[src/rtl/watch_time_counter.sv]
// Watch time-of-day counter: accumulates time-base ticks into subsec/sec/min/hour
// fields, with run/stop control, clear and per-field manual set while stopped.
module watch_time_counter #(
    parameter int unsigned TICK_FREQ = 100,
    parameter int unsigned HOUR_MAX  = 24
) (
    input  logic                          clk,
    input  logic                          reset,
    input  logic                          i_tick,
    input  logic                          i_run_stop,
    input  logic                          i_clear,
    input  logic                          i_inc_sec,
    input  logic                          i_inc_min,
    input  logic                          i_inc_hour,
    output logic [$clog2(TICK_FREQ)-1:0]  o_subsec,
    output logic [5:0]                    o_sec,
    output logic [5:0]                    o_min,
    output logic [$clog2(HOUR_MAX)-1:0]   o_hour,
    output logic                          o_running,
    output logic                          o_day_pulse
);

    localparam int unsigned SUB_W  = $clog2(TICK_FREQ);
    localparam int unsigned HOUR_W = $clog2(HOUR_MAX);
    localparam int unsigned MS_W   = 6;
    localparam int unsigned MS_MAX = 59;

    typedef enum logic {
        STOP = 1'b0,
        RUN  = 1'b1
    } state_t;

    state_t              state_q, state_d;
    logic [SUB_W-1:0]    subsec_q, subsec_d;
    logic [MS_W-1:0]     sec_q, sec_d;
    logic [MS_W-1:0]     min_q, min_d;
    logic [HOUR_W-1:0]   hour_q, hour_d;
    logic                running_q;
    logic                day_q, day_d;

    logic                subsec_wrap;
    logic                sec_wrap;
    logic                min_wrap;
    logic                hour_wrap;

    // Terminal-count detection shared by tick ripple and manual increments
    assign subsec_wrap = (subsec_q == SUB_W'(TICK_FREQ - 1));
    assign sec_wrap    = (sec_q    == MS_W'(MS_MAX));
    assign min_wrap    = (min_q    == MS_W'(MS_MAX));
    assign hour_wrap   = (hour_q   == HOUR_W'(HOUR_MAX - 1));

    // State register and all output registers
    always_ff @(posedge clk or posedge reset) begin
        if (reset) begin
            state_q   <= STOP;
            subsec_q  <= '0;
            sec_q     <= '0;
            min_q     <= '0;
            hour_q    <= '0;
            running_q <= 1'b0;
            day_q     <= 1'b0;
        end else begin
            state_q   <= state_d;
            subsec_q  <= subsec_d;
            sec_q     <= sec_d;
            min_q     <= min_d;
            hour_q    <= hour_d;
            running_q <= (state_d == RUN);
            day_q     <= day_d;
        end
    end

    // Next-state and next-field logic
    always_comb begin
        state_d  = state_q;
        subsec_d = subsec_q;
        sec_d    = sec_q;
        min_d    = min_q;
        hour_d   = hour_q;
        day_d    = 1'b0;

        case (state_q)
            STOP: begin
                if (i_clear) begin
                    // Clear wins over increments and swallows a coincident run command
                    subsec_d = '0;
                    sec_d    = '0;
                    min_d    = '0;
                    hour_d   = '0;
                end else begin
                    if (i_inc_sec) begin
                        sec_d = sec_wrap ? '0 : sec_q + MS_W'(1);
                    end
                    if (i_inc_min) begin
                        min_d = min_wrap ? '0 : min_q + MS_W'(1);
                    end
                    if (i_inc_hour) begin
                        hour_d = hour_wrap ? '0 : hour_q + HOUR_W'(1);
                    end
                    if (i_run_stop) begin
                        state_d = RUN;
                    end
                end
            end

            RUN: begin
                if (i_tick) begin
                    // Single-cycle carry ripple across all fields
                    subsec_d = subsec_wrap ? '0 : subsec_q + SUB_W'(1);
                    if (subsec_wrap) begin
                        sec_d = sec_wrap ? '0 : sec_q + MS_W'(1);
                        if (sec_wrap) begin
                            min_d = min_wrap ? '0 : min_q + MS_W'(1);
                            if (min_wrap) begin
                                hour_d = hour_wrap ? '0 : hour_q + HOUR_W'(1);
                                day_d  = hour_wrap;
                            end
                        end
                    end
                end
                if (i_run_stop) begin
                    state_d = STOP;
                end
            end

            default: begin
                state_d = STOP;
            end
        endcase
    end

    assign o_subsec    = subsec_q;
    assign o_sec       = sec_q;
    assign o_min       = min_q;
    assign o_hour      = hour_q;
    assign o_running   = running_q;
    assign o_day_pulse = day_q;

endmodule

[config.mk]
export PLATFORM = sky130hd
export DESIGN_NAME = watch_time_counter
export DESIGN_NICKNAME = d
export VERILOG_FILES = /design/src/rtl/watch_time_counter.sv
export SDC_FILE = /design/constraint.sdc
export NUM_CORES = 1
export LEC_CHECK = 0
export BUFFER_PORTS_ARGS = -buffer_cell sky130_fd_sc_hd__buf_4
export CORE_MARGIN = 4
export CORE_UTILIZATION = 30
export DETAILED_ROUTE_END_ITERATION = 10
export RECOVER_POWER = 50
export SLEW_MARGIN = 20
export SYNTH_ARGS = -nofsm -noshare
export SYNTH_HDL_FRONTEND = slang
export SYNTH_SLANG_ARGS = --single-unit
[constraint.sdc]
create_clock -name clk -period 5.8 [get_ports clk]
set_clock_uncertainty 0.1 [all_clocks]
set_input_delay 1.16 -clock clk [delete_from_list [all_inputs] [get_ports clk]]
set_output_delay 1.16 -clock clk [all_outputs]
set_load 0.01 [all_outputs]
Word level (Yosys, flattened, before mapping)
Index checks and enable logic that the tools add are counted.
{"block": "word_totals", "input_bits": 8, "register_bits": 26, "wordCells": 61}
{"block": "classes", "eq_ne": 12, "reduce_logical": 4, "muxes": 34, "bitwise_logic": 1, "n_addsub": 4}
{"op": "$mux W6", "count": 11}
{"op": "$mux W5", "count": 7}
{"op": "$pmux W6 S2", "count": 2}
{"op": "$mux W7", "count": 3}
{"op": "$pmux W7 S2", "count": 1}
{"op": "$add A6 B1 Y6 const B", "count": 2}
{"op": "$eq A6 B6 Y1 const B", "count": 2}
{"op": "$pmux W5 S2", "count": 1}
{"op": "$ne A3 B3 Y1 const B", "count": 3}
{"op": "$mux W1", "count": 8}
{"op": "$add A7 B1 Y7 const B", "count": 1}
{"op": "$eq A7 B7 Y1 const B", "count": 1}
{"op": "$ne A2 B1 Y1 const B", "count": 3}
{"op": "$add A5 B1 Y5 const B", "count": 1}
{"op": "$eq A5 B5 Y1 const B", "count": 1}
{"op": "$reduce_and A5 Y1", "count": 1}
{"op": "$ne A2 B2 Y1 const B", "count": 2}
{"op": "$reduce_and A4 Y1", "count": 1}
{"op": "$reduce_and A3 Y1", "count": 1}
{"op": "$pmux W1 S2", "count": 1}
{"op": "$reduce_and A2 Y1", "count": 1}
{"op": "$not A1 Y1", "count": 1}

Depth between registers and ports, before layout
Gate-level depths: netlist of run 1.
{"block": "logic_depth", "ltp_word": 7, "mapped_depth": 6, "ltp_nobuf": 6}

Worst setup path after synthesis of run 1
OpenSTA, ideal clock, no wires.
{"block": "synth_timing", "kind": "input to register", "start": "input port i_tick", "end": "register sec_q[4] (netlist: o_sec[4])", "setup_ns": 0.069, "required_time_ns": 5.631, "t_arrival_ns": 2.121, "n_path_buf": 0, "slack_ns": 3.510, "stages": 5, "cell_sequence": "nand2_1 nor3_4 nor2_2 or4_1 nand3_1"}
{"block": "synth_via", "elab_chain_len": 2}
{"item": "from (decl)", "line_no": "9", "text": "input logic i_tick,"}
{"item": "$ne A2 B2 Y1 (no source line)"}
{"item": "$reduce_and A3 Y1 (no source line)"}
{"item": "to (signal assigned)", "line_no": "57", "text": "sec_q <= '0;"}
{"item": "to (signal assigned)", "line_no": "65", "text": "sec_q <= sec_d;"}
{"item": "to (decl)", "line_no": "35", "text": "logic [MS_W-1:0] sec_q, sec_d;"}
Every way passes these cells.
A chain may end at the register's enable or synchronous reset.

Worst setup path in the final report of run 1
Ends and elaborated chain as after synthesis.

==> results of run 1 <==
[cell type report]
type,count,area (um2)
inverters,3,11.3
fillers,468,2740
well taps,52,65.1
repair buffers,33,218
clock buffers,3,41.3
multi-input cells,125,718
flip-flops and latches,26,651
[stage by stage]
| stage | cell area [um2] | util [%] |
|---|---|---|
| final | 1700 | 38.3 |
| after global routing | 1700 | 38.3 |
| after CTS | 1750 | 39.3 |
| after detailed placement | 1710 | 38.4 |
| after global placement | 1710 | 38.4 |
| after floorplan | 1400 | - |
[power by group through the flow]
stage / combinational, W / sequential [W] / clock (W)
finish: 0.000179 / 0.000274 / 0.000101
global route: 0.000207 / 0.000284 / 0.000115
CTS: 0.000194 / 0.000275 / 0.000106
detailed placement: 0.000193 / 0.000278 / 0
global placement: 0.000192 / 0.000278 / 0
floorplan: 0.0000911 / 0.000284 / 0
[flip-flops by register name, indices dropped and copies added, names as in the netlist]
name         flops
o_day_pulse      1
o_min            6
o_subsec         7
o_sec            6
o_running        1
o_hour           5
[per-layer routing]
| metal | routed length (um) | global-route usage (%) | vias to the layer above |
|---|---|---|---|
| li1 | - | - | 642 |
| met4 | 22 | 3.26 | 0 |
| met5 | 0 | 0 | - |
| met3 | 146 | 2.96 | 2 |
| met2 | 1440 | 18.4 | 21 |
| met1 | 1650 | 16.4 | 581 |
[cell families after synthesis]
kind of cell,after synthesis,share of synthesized area (%)
fa+ha+maj,4,3.57
xor+xnor,3,1.88
compound gates,40,18.3
simple gates,77,27.7
flops,26,46.4
mux,1,0.804
buf+inv,5,1.34
[synthesized netlist by cell type, types with 2 or more instances]
| cell | n |
|---|---|
| a21oi_1 | 3 |
| nand2_1 | 22 |
| a31oi_1 | 2 |
| nand4b_1 | 2 |
| o21ai_0 | 19 |
| inv_1 | 3 |
| nor3_1 | 3 |
| o31ai_1 | 3 |
| nand4_1 | 3 |
| dfrtp_1 | 26 |
| nor2_1 | 21 |
| o41ai_1 | 2 |
| nor3b_1 | 4 |
| o2bb2ai_1 | 2 |
| xor2_1 | 3 |
| nand3_1 | 10 |
| nand2b_1 | 3 |
| ha_1 | 4 |
| clkbuf_1 | 2 |
| a22o_1 | 3 |
[worst max path at each step]
stage             from  endpoint  slack (ns)  cells after the start
3_5_place_dp   i_clear  o_sec[0]        3.15                      5
4_1_cts        i_clear  o_sec[0]        3.45                      5
2_1_floorplan   i_tick  o_sec[4]        3.51                      5
6_report        i_tick  o_sec[4]        3.16                      6
3_3_place_gp    i_tick  o_sec[4]        3.25                      6
5_1_grt         i_tick  o_sec[4]        2.89                      6
==> out/metrics.csv, run 1 <==
stage,metric,value,unit
floorplan,dieArea,0.00583,mm2
global_route,first_global_vias,1198,
sta,grt_setup_unrepaired,false,
logic_synthesis,yosysSeqAreaShare,46.4,%
routing,drtIter0Drc,51,
clock_network,hold_buffers,0,
sta,fin_crit_sh,45.5,%
final_layout,num_antenna_cells,0,
logic_synthesis,netlist_instances,156,
sta,finalSetupViolCount,0,
worst_setup_path,cp-end-kind,flip-flop,
placed_design,post-place-ws,3.15,ns
global_route,grt_pass1_wl,5.74,mm
power,switching_power,0.000202,W
clock_network,htreeDepth,1,
logic_synthesis,yosysWarningCount,0,
logic_synthesis,ys_types,36,
floorplan,start_util,31.5,%
status,status,completed,
routing,ant_nets,0,
logic_synthesis,ys_ff_latch,26,
sta,slew_viol_final,0,
global_route,grt_max_degree,27,
floorplan,io_pins,34,
final_layout,drive_gt1_share,17.9,%
sta,fmax,379,MHz
worst_setup_path,critPathRequiredTime,5.91,ns
worst_setup_path,path_max_fanout,9,
placed_design,hpwl,2.45,mm
sta,hold_violations,0,
worst_setup_path,critPathMaxStageDelay,0.51,ns
routing,firstDrtPassIters,4,
power,leakagePower,0.751,nW
logic_synthesis,synth-edff-count,0,
worst_setup_path,rrSetupSlack,3.21,ns
floorplan,rows,24,
global_route,grt_antenna_before_repair,0,
placed_design,dp_cells,239,
logic_synthesis,synth_nets,168,
clock_network,ctsLongestPathBuffers,2,
logic_synthesis,syn_avg_cell_area,8.98,um2
power,p_seq_share,49.4,%
logic_synthesis,yosysTopAreaCell,dfrtp_1,
final_layout,fin_cells,242,
sta,maxSlewHeadroom,38.4,%
clock_network,cts_tree,done,
routing,route.final.wire_length,3.26,mm
floorplan,die_w,76.3,um
worst_hold_path,hold_start,o_min[5],
worst_hold_path,hold_class,reg2reg,
final_layout,final_common_cell,dfrtp_1,
worst_setup_path,cp-start-kind,input pin,
clock_network,clkSinkCount,26,
sta,setup_tns,0,ns
final_layout,syn2layout_area_growth,21.6,%
routing,drc,0,
power,pwr-share-comb,32.3,%
clock_network,clk_pin_slew_worst_paths,0.09,ns
routing,routedWlPerCell,13.5,um
floorplan,die_h,76.3,um
sta,whs,0.435,ns
power,total_power,0.000554,W
final_layout,nNetsFinal,204,
global_route,overflow,0,
placed_design,io_buffers,33,
power,power_density,325,mW/mm2
routing,via_per_inst,5.15,
floorplan,core_area,0.00444,mm2
final_layout,layout_common_cells,"26 x dfrtp_1, 24 x buf_4, 22 x nor2_1, 22 x nand2_1, 19 x o21ai_0",
logic_synthesis,synth.area.top_cells,"dfrtp_1 46%, o21ai_0 6.8%, nand2_1 5.9%",
worst_setup_path,r2r-end,o_sec[4],
clock_network,clk_latency,0.27,ns
worst_setup_path,crit_family,simple AND/OR/NAND/NOR gates,
sta,finalCriticalPeriod,2.64,ns
logic_synthesis,synth_top_area_share,46.4,%
power,power.share.clock,18.3,%
worst_hold_path,min_path_cells,1,
worst_setup_path,crit_type,in2reg,
worst_setup_path,crit_slowest_cell,nor3_1,
worst_setup_path,path_cells,buf_4 > nand2_1 > nor3_1 > nor2_1 > or4_1 > nand3_1,
logic_synthesis,netlist_area,0.00140,mm2
power,ir_drop,0.122,mV
placed_design,routabilityCongestion,0.807,
power,internal-power,0.000352,W
flow_run,drv_cap,0,
worst_setup_path,cp.arrival,2.75,ns
sta,tightest_slew,0.918,ns
worst_setup_path,rr_startpoint,o_subsec[2],
worst_setup_path,crit_buf_inv,1,
sta,fin_ws,3.16,ns
routing,vias,1246,
clock_network,cts_resized,0,
worst_hold_path,holdPathEnd,o_min[5],
power,p_sw_share,36.4,%
clock_network,cts_setup_buffers,0,
clock_network,numCtsBuffers,3,
worst_setup_path,ff2ff_path_depth,5,
logic_synthesis,synth_ff_type,dfrtp_1,
logic_synthesis,synth_async_sr_flop_share,100,%
clock_network,root_buffer,clkbuf_8,
global_route,track_usage,11.8,%
(Power assumes the default switching activity.)
==> run 2: changes to the inputs <==
Clock period 5.8 ns to 2.14 ns, I/O delays scaled along.
==> out/metrics.csv, run 2 (synthesized netlist as in run 1, its figures left out) <==
stage,metric,value,unit,change
global_route,grt_antenna_before_repair,0,,unchanged
clock_network,clkSinkCount,26,,unchanged
global_route,first_global_vias,1191,,-0.58%
clock_network,htreeDepth,1,,unchanged
worst_setup_path,rrSetupSlack,0.10,ns,-3.11 ns
final_layout,largest_reg_flops,7,,unchanged
placed_design,routabilityCongestion,0.741,,-8.2%
sta,slew_viol_final,0,,unchanged
worst_setup_path,cp.arrival,2.16,ns,-0.59 ns
floorplan,die_h,76.3,um,unchanged
placed_design,io_buffers,33,,unchanged
worst_hold_path,holdPathEnd,o_running,,
clock_network,cts_resized,0,,unchanged
floorplan,core_area,0.00444,mm2,unchanged
clock_network,cts_setup_buffers,0,,unchanged
floorplan,start_util,31.5,%,unchanged
sta,finalSetupViolCount,0,,unchanged
global_route,grt_max_degree,27,,unchanged
routing,firstDrtPassIters,4,,unchanged
clock_network,numCtsBuffers,3,,unchanged
worst_setup_path,cp-end-kind,flip-flop,,
worst_setup_path,critPathMaxStageDelay,0.53,ns,+0.02 ns
clock_network,cts_tree,done,,
power,leakagePower,0.801,nW,+6.7%
clock_network,clk_pin_slew_worst_paths,0.10,ns,about the same
worst_hold_path,hold_start,i_run_stop,,
worst_setup_path,crit_family,simple AND/OR/NAND/NOR gates,,
global_route,overflow,0,,unchanged
worst_setup_path,critPathRequiredTime,2.26,ns,-3.65 ns
routing,route.final.wire_length,3.36,mm,+2.9%
power,power_density,925,mW/mm2,+180%
final_layout,syn2layout_area_growth,27.4,%,
status,status,completed,,
worst_setup_path,rr_startpoint,o_subsec[4],,
sta,finalCriticalPeriod,2.04,ns,
final_layout,num_antenna_cells,0,,unchanged
clock_network,clk_latency,0.28,ns,about the same
sta,fin_ws,0.104,ns,-3.06 ns
worst_setup_path,crit_buf_inv,0,,-1
flow_run,drv_cap,0,,unchanged
clock_network,ctsLongestPathBuffers,2,,unchanged
sta,grt_setup_unrepaired,false,,
final_layout,nNetsFinal,212,,+3.9%
final_layout,layout_common_cells,"26 x buf_4, 26 x dfrtp_1, 22 x nand2_1",,
routing,routedWlPerCell,13.4,um,-0.78%
final_layout,fillerInstances,484,,+3.4%
worst_setup_path,crit_type,reg2reg,,
routing,drtIter0Drc,100,,+96%
sta,setup_tns,0,ns,unchanged
floorplan,die_w,76.3,um,unchanged
sta,tightest_slew,1.45,ns,+0.527 ns
worst_setup_path,path_max_fanout,6,,-3
routing,via_per_inst,5.14,,-0.10%
worst_setup_path,cp-start-kind,flip-flop,,
floorplan,rows,24,,unchanged
routing,vias,1291,,+3.6%
worst_setup_path,ff2ff_path_depth,5,,unchanged
worst_setup_path,r2r-end,o_sec[4],,
sta,fin_crit_sh,95.1,%,
power,ir_drop,0.560,mV,+360%
global_route,track_usage,11.6,%,-0.26 points
worst_hold_path,hold_class,in2reg,,
sta,fmax,491,MHz,
placed_design,hpwl,2.53,mm,+3.3%
placed_design,post-place-ws,0.131,ns,-3.02 ns
routing,ant_nets,0,,unchanged
global_route,grt_pass1_wl,5.66,mm,-1.3%
floorplan,io_pins,34,,unchanged
floorplan,dieArea,0.00583,mm2,unchanged
clock_network,hold_buffers,0,,unchanged
worst_setup_path,crit_slowest_cell,or4b_4,,
final_layout,drive_gt1_share,19.6,%,+1.7 points
sta,hold_violations,0,,unchanged
routing,drc,0,,unchanged
worst_setup_path,path_cells,or4b_4 > nor3_4 > nor2_2 > or4_1 > nand3_1,,
worst_hold_path,min_path_cells,2,,+1
sta,maxSlewHeadroom,3.64,%,-35 points
clock_network,root_buffer,clkbuf_8,,
## run 2: how the worst max path moves through the flow
stage | from | endpoint | slack, ns | depth (start not counted)
final | o_subsec[4] | o_sec[4] | 0.10 | 5
after global routing | o_subsec[4] | o_sec[4] | 0.02 | 5
after CTS | o_subsec[4] | o_sec[4] | 0.09 | 5
after detailed placement | o_subsec[4] | o_sec[4] | 0.13 | 5
after global placement | o_subsec[2] | o_sec[4] | 0.17 | 5
after floorplan | o_subsec[2] | o_sec[4] | 0.06 | 5
## run 2: metrics by stage
stage / cells / hold WS, ns / cell area [um2] / total power (W) / utilization [%]
floorplan: 156 / 0.368 / 1400 / 0.00102 / -
global placement: 247 / 0.409 / 1770 / 0.00129 / 39.8
detailed placement: 247 / 0.408 / 1770 / 0.00130 / 39.8
CTS: 251 / 0.114 / 1840 / 0.00172 / 41.4
global route: 251 / 0.293 / 1790 / 0.00177 / 40.2
finish: 251 / 0.301 / 1790 / 0.00165 / 40.2
## run 2: area by class of cell
type	instances	area [um2]	area share, %
clock buffers	3	41.3	2.31
flip-flops and latches	26	651	36.4
repair buffers	41	255	14.3
well taps	52	65.1	3.64
inverters	3	11.3	0.631
clock inverters	1	30.0	1.68
multi-input cells	125	732	41.0
## run 2: per-layer routing
metal / track usage, % / up-vias / wire (um)
li1: - / 656 / -
met1: 16.2 / 598 / 1650
met2: 18.0 / 35 / 1500
met3: 3.19 / 2 / 177
met4: 2.17 / 0 / 22
met5: 0 / - / 0
## run 2: report_power, final
part | total, W | switching [W] | internal [W]
clock | 0.000412 | 0.000162 | 0.000250
sequential | 0.000735 | 0.000137 | 0.000598
combinational | 0.000505 | 0.000273 | 0.000232
==> run 3: changes to the inputs <==
Settings changed: CORE_UTILIZATION 30 to 47, PLACE_DENSITY set to 0.74.
==> out/metrics.csv, run 3 (synthesized netlist as in run 1, its figures left out) <==
stage,metric,value,unit,change
status,status,completed,,
power,ir_drop,0.457,mV,-18%
placed_design,io_buffers,33,,unchanged
worst_setup_path,critPathMaxStageDelay,0.57,ns,+0.04 ns
worst_setup_path,path_cells,or4b_4 > nor3_4 > nor2_2 > or4_4 > nand3_1,,
worst_setup_path,crit_type,reg2reg,,
floorplan,core_area,0.00281,mm2,-37%
sta,maxSlewHeadroom,58.3,%,+55 points
floorplan,io_pins,34,,unchanged
routing,highest_layer,met4,,
routing,ant_nets,0,,unchanged
final_layout,fin_cells,234,,-6.8%
clock_network,clk_latency,0.32,ns,+0.04 ns
global_route,grt_antenna_before_repair,0,,unchanged
routing,via_per_inst,5.74,,+12%
routing,vias,1344,,+4.1%
worst_setup_path,cp-start-kind,flip-flop,,
routing,routedWlPerCell,14.8,um,+10%
sta,finalCriticalPeriod,2.06,ns,+0.0219 ns
power,pwr-share-comb,34.3,%,+3.8 points
sta,fmax,486,MHz,-1.1%
placed_design,hpwl,2.68,mm,+5.9%
clock_network,root_buffer,clkbuf_4,,
final_layout,layout_common_cells,"30 x buf_4, 26 x dfrtp_1, 22 x nand2_1",,
worst_setup_path,cp-end-kind,flip-flop,,
routing,route.final.wire_length,3.45,mm,+2.8%
flow_run,drv_cap,0,,unchanged
global_route,first_global_vias,1367,,+15%
placed_design,routabilityCongestion,0.868,,+17%
routing,dr_wl_met3,153,um,-14%
global_route,grt_pass1_wl,6.18,mm,+9.0%
floorplan,die_w,62.6,um,-18%
final_layout,num_antenna_cells,0,,unchanged
final_layout,design_area,0.00177,mm2,-1.1%
clock_network,clk_pin_slew_worst_paths,0.14,ns,+0.04 ns
final_layout,fillerInstances,254,,-48%
global_route,grt_max_degree,17,,-37%
worst_hold_path,hold_class,in2reg,,
sta,slew_viol_final,0,,unchanged
final_layout,largest_reg_flops,7,,unchanged
sta,fin_ws,0.0821,ns,-0.0219 ns
sta,fin_crit_sh,96.2,%,+1.0 points
clock_network,numCtsBuffers,3,,unchanged
clock_network,htreeDepth,1,,unchanged
floorplan,rows,19,,-21%
routing,drtIter0Drc,75,,-25%
floorplan,start_util,50.0,%,+18 points
global_route,track_usage,19.1,%,+7.5 points
worst_setup_path,critPathRequiredTime,2.31,ns,+0.05 ns
sta,tightest_slew,0.625,ns,-0.820 ns
power,switching_power,0.000564,W,-1.4%
routing,met1Wirelength,1.54,mm,-7.0%
power,power.share.clock,16.6,%,-8.4 points
clock_network,cts_tree,done,,
sta,hold_violations,0,,unchanged
clock_network,clkSinkCount,26,,unchanged
worst_setup_path,cp.arrival,2.23,ns,+0.07 ns
routing,wl_met2,1.74,mm,+16%
sta,finalSetupViolCount,0,,unchanged
floorplan,die_h,62.6,um,-18%
floorplan,dieArea,0.00392,mm2,-33%
worst_setup_path,path_max_fanout,6,,unchanged
routing,drc,0,,unchanged
power,p_seq_share,49.1,%,+4.6 points
worst_setup_path,crit_slowest_cell,or4b_4,,
final_layout,final_common_cell,buf_4,,
power,power_density,854,mW/mm2,-7.7%
placed_design,placed_area,0.00174,mm2,-1.5%
clock_network,ctsLongestPathBuffers,2,,unchanged
final_layout,nNetsFinal,216,,+1.9%
sta,setup_tns,0,ns,unchanged
power,p_sw_share,37.4,%,+2.8 points
placed_design,dp_cells,226,,-8.5%
global_route,overflow,0,,unchanged
power,internal-power,0.000943,W,-13%
placed_design,post-place-ws,0.0968,ns,-0.0342 ns
routing,firstDrtPassIters,4,,unchanged
final_layout,drive_gt1_share,22.2,%,+2.6 points
power,leakagePower,0.815,nW,+1.7%
final_layout,syn2layout_area_growth,26.0,%,
==> run 3: cell count changes in the layout (fill, tap and decap cells not counted) <==
cell,before,now
dlygate4sd3_1,0,1
clkbuf_1,14,12
clkbuf_4,1,4
or4_1,1,0
clkbuf_8,3,1
clkbuf_2,0,1
or4_4,0,1
buf_4,26,30
bufinv_16,1,0
==> run 3: repair_timing <==
action / CTS / global route
setup endpoints to repair: 0 / 1
hold buffers: 1 / 0
endpoints found under the hold margin: 10 / 0
buffers inserted: 0 / 3
resized for setup: 0 / 1
==> run 3: layout make-up <==
cell class	count	area [um2]	area share, %
inverter	3	11.3	0.638
sequential	26	651	36.9
multi-input combinational	125	736	41.7
tap	31	38.8	2.20
clock buffer	4	36.3	2.06
timing repair buffer	45	293	16.6
==> run 3: per-stage QoR <==
stage	hold slack [ns]	power [W]	util, %
floorplan	0.368	0.00102	-
global placement	0.327	0.00128	62.0
detailed placement	0.334	0.00130	62.0
CTS	0.247	0.00155	63.7
global route	0.239	0.00164	62.9
finish	0.256	0.00151	62.9
==> run 3: worst max-delay path: cells and delay by family (launching register included) <==
family / cells / cell delay (ns)
flops: 1 / 0.40
simple gates: 5 / 1.51
==> run 3: power by group through the flow <==
stage	sequential, W	clock (W)	combinational (W)
global placement	0.000738	0	0.000540
floorplan	0.000771	0	0.000247
detailed placement	0.000748	0	0.000554
CTS	0.000738	0.000258	0.000557
global route	0.000763	0.000284	0.000590
finish	0.000740	0.000250	0.000517
==> run 3: routing by layer <==
| layer | GRT usage (%) | vias to the layer above |
|---|---|---|
| li1 | - | 667 |
| met1 | 23.5 | 636 |
| met2 | 34.2 | 37 |
| met3 | 3.42 | 4 |
| met4 | 4.96 | 0 |
| met5 | 0 | - |
==> run 3: path summary, 6_finish.rpt <==
path | startpoint | to | slack [ns] | cells past startpoint
setup / recovery | o_subsec[3] | o_sec[4] | 0.08 | 5
hold / removal | i_run_stop | o_running | 0.26 | 2
setup reg to reg | o_subsec[3] | o_sec[4] | 0.08 | 5
hold reg to reg | o_min[4] | o_min[4] | 0.44 | 1
max in group asynchronous | reset | o_sec[3] | 0.71 | 4
min in group asynchronous | reset | o_subsec[5] | 0.52 | 3
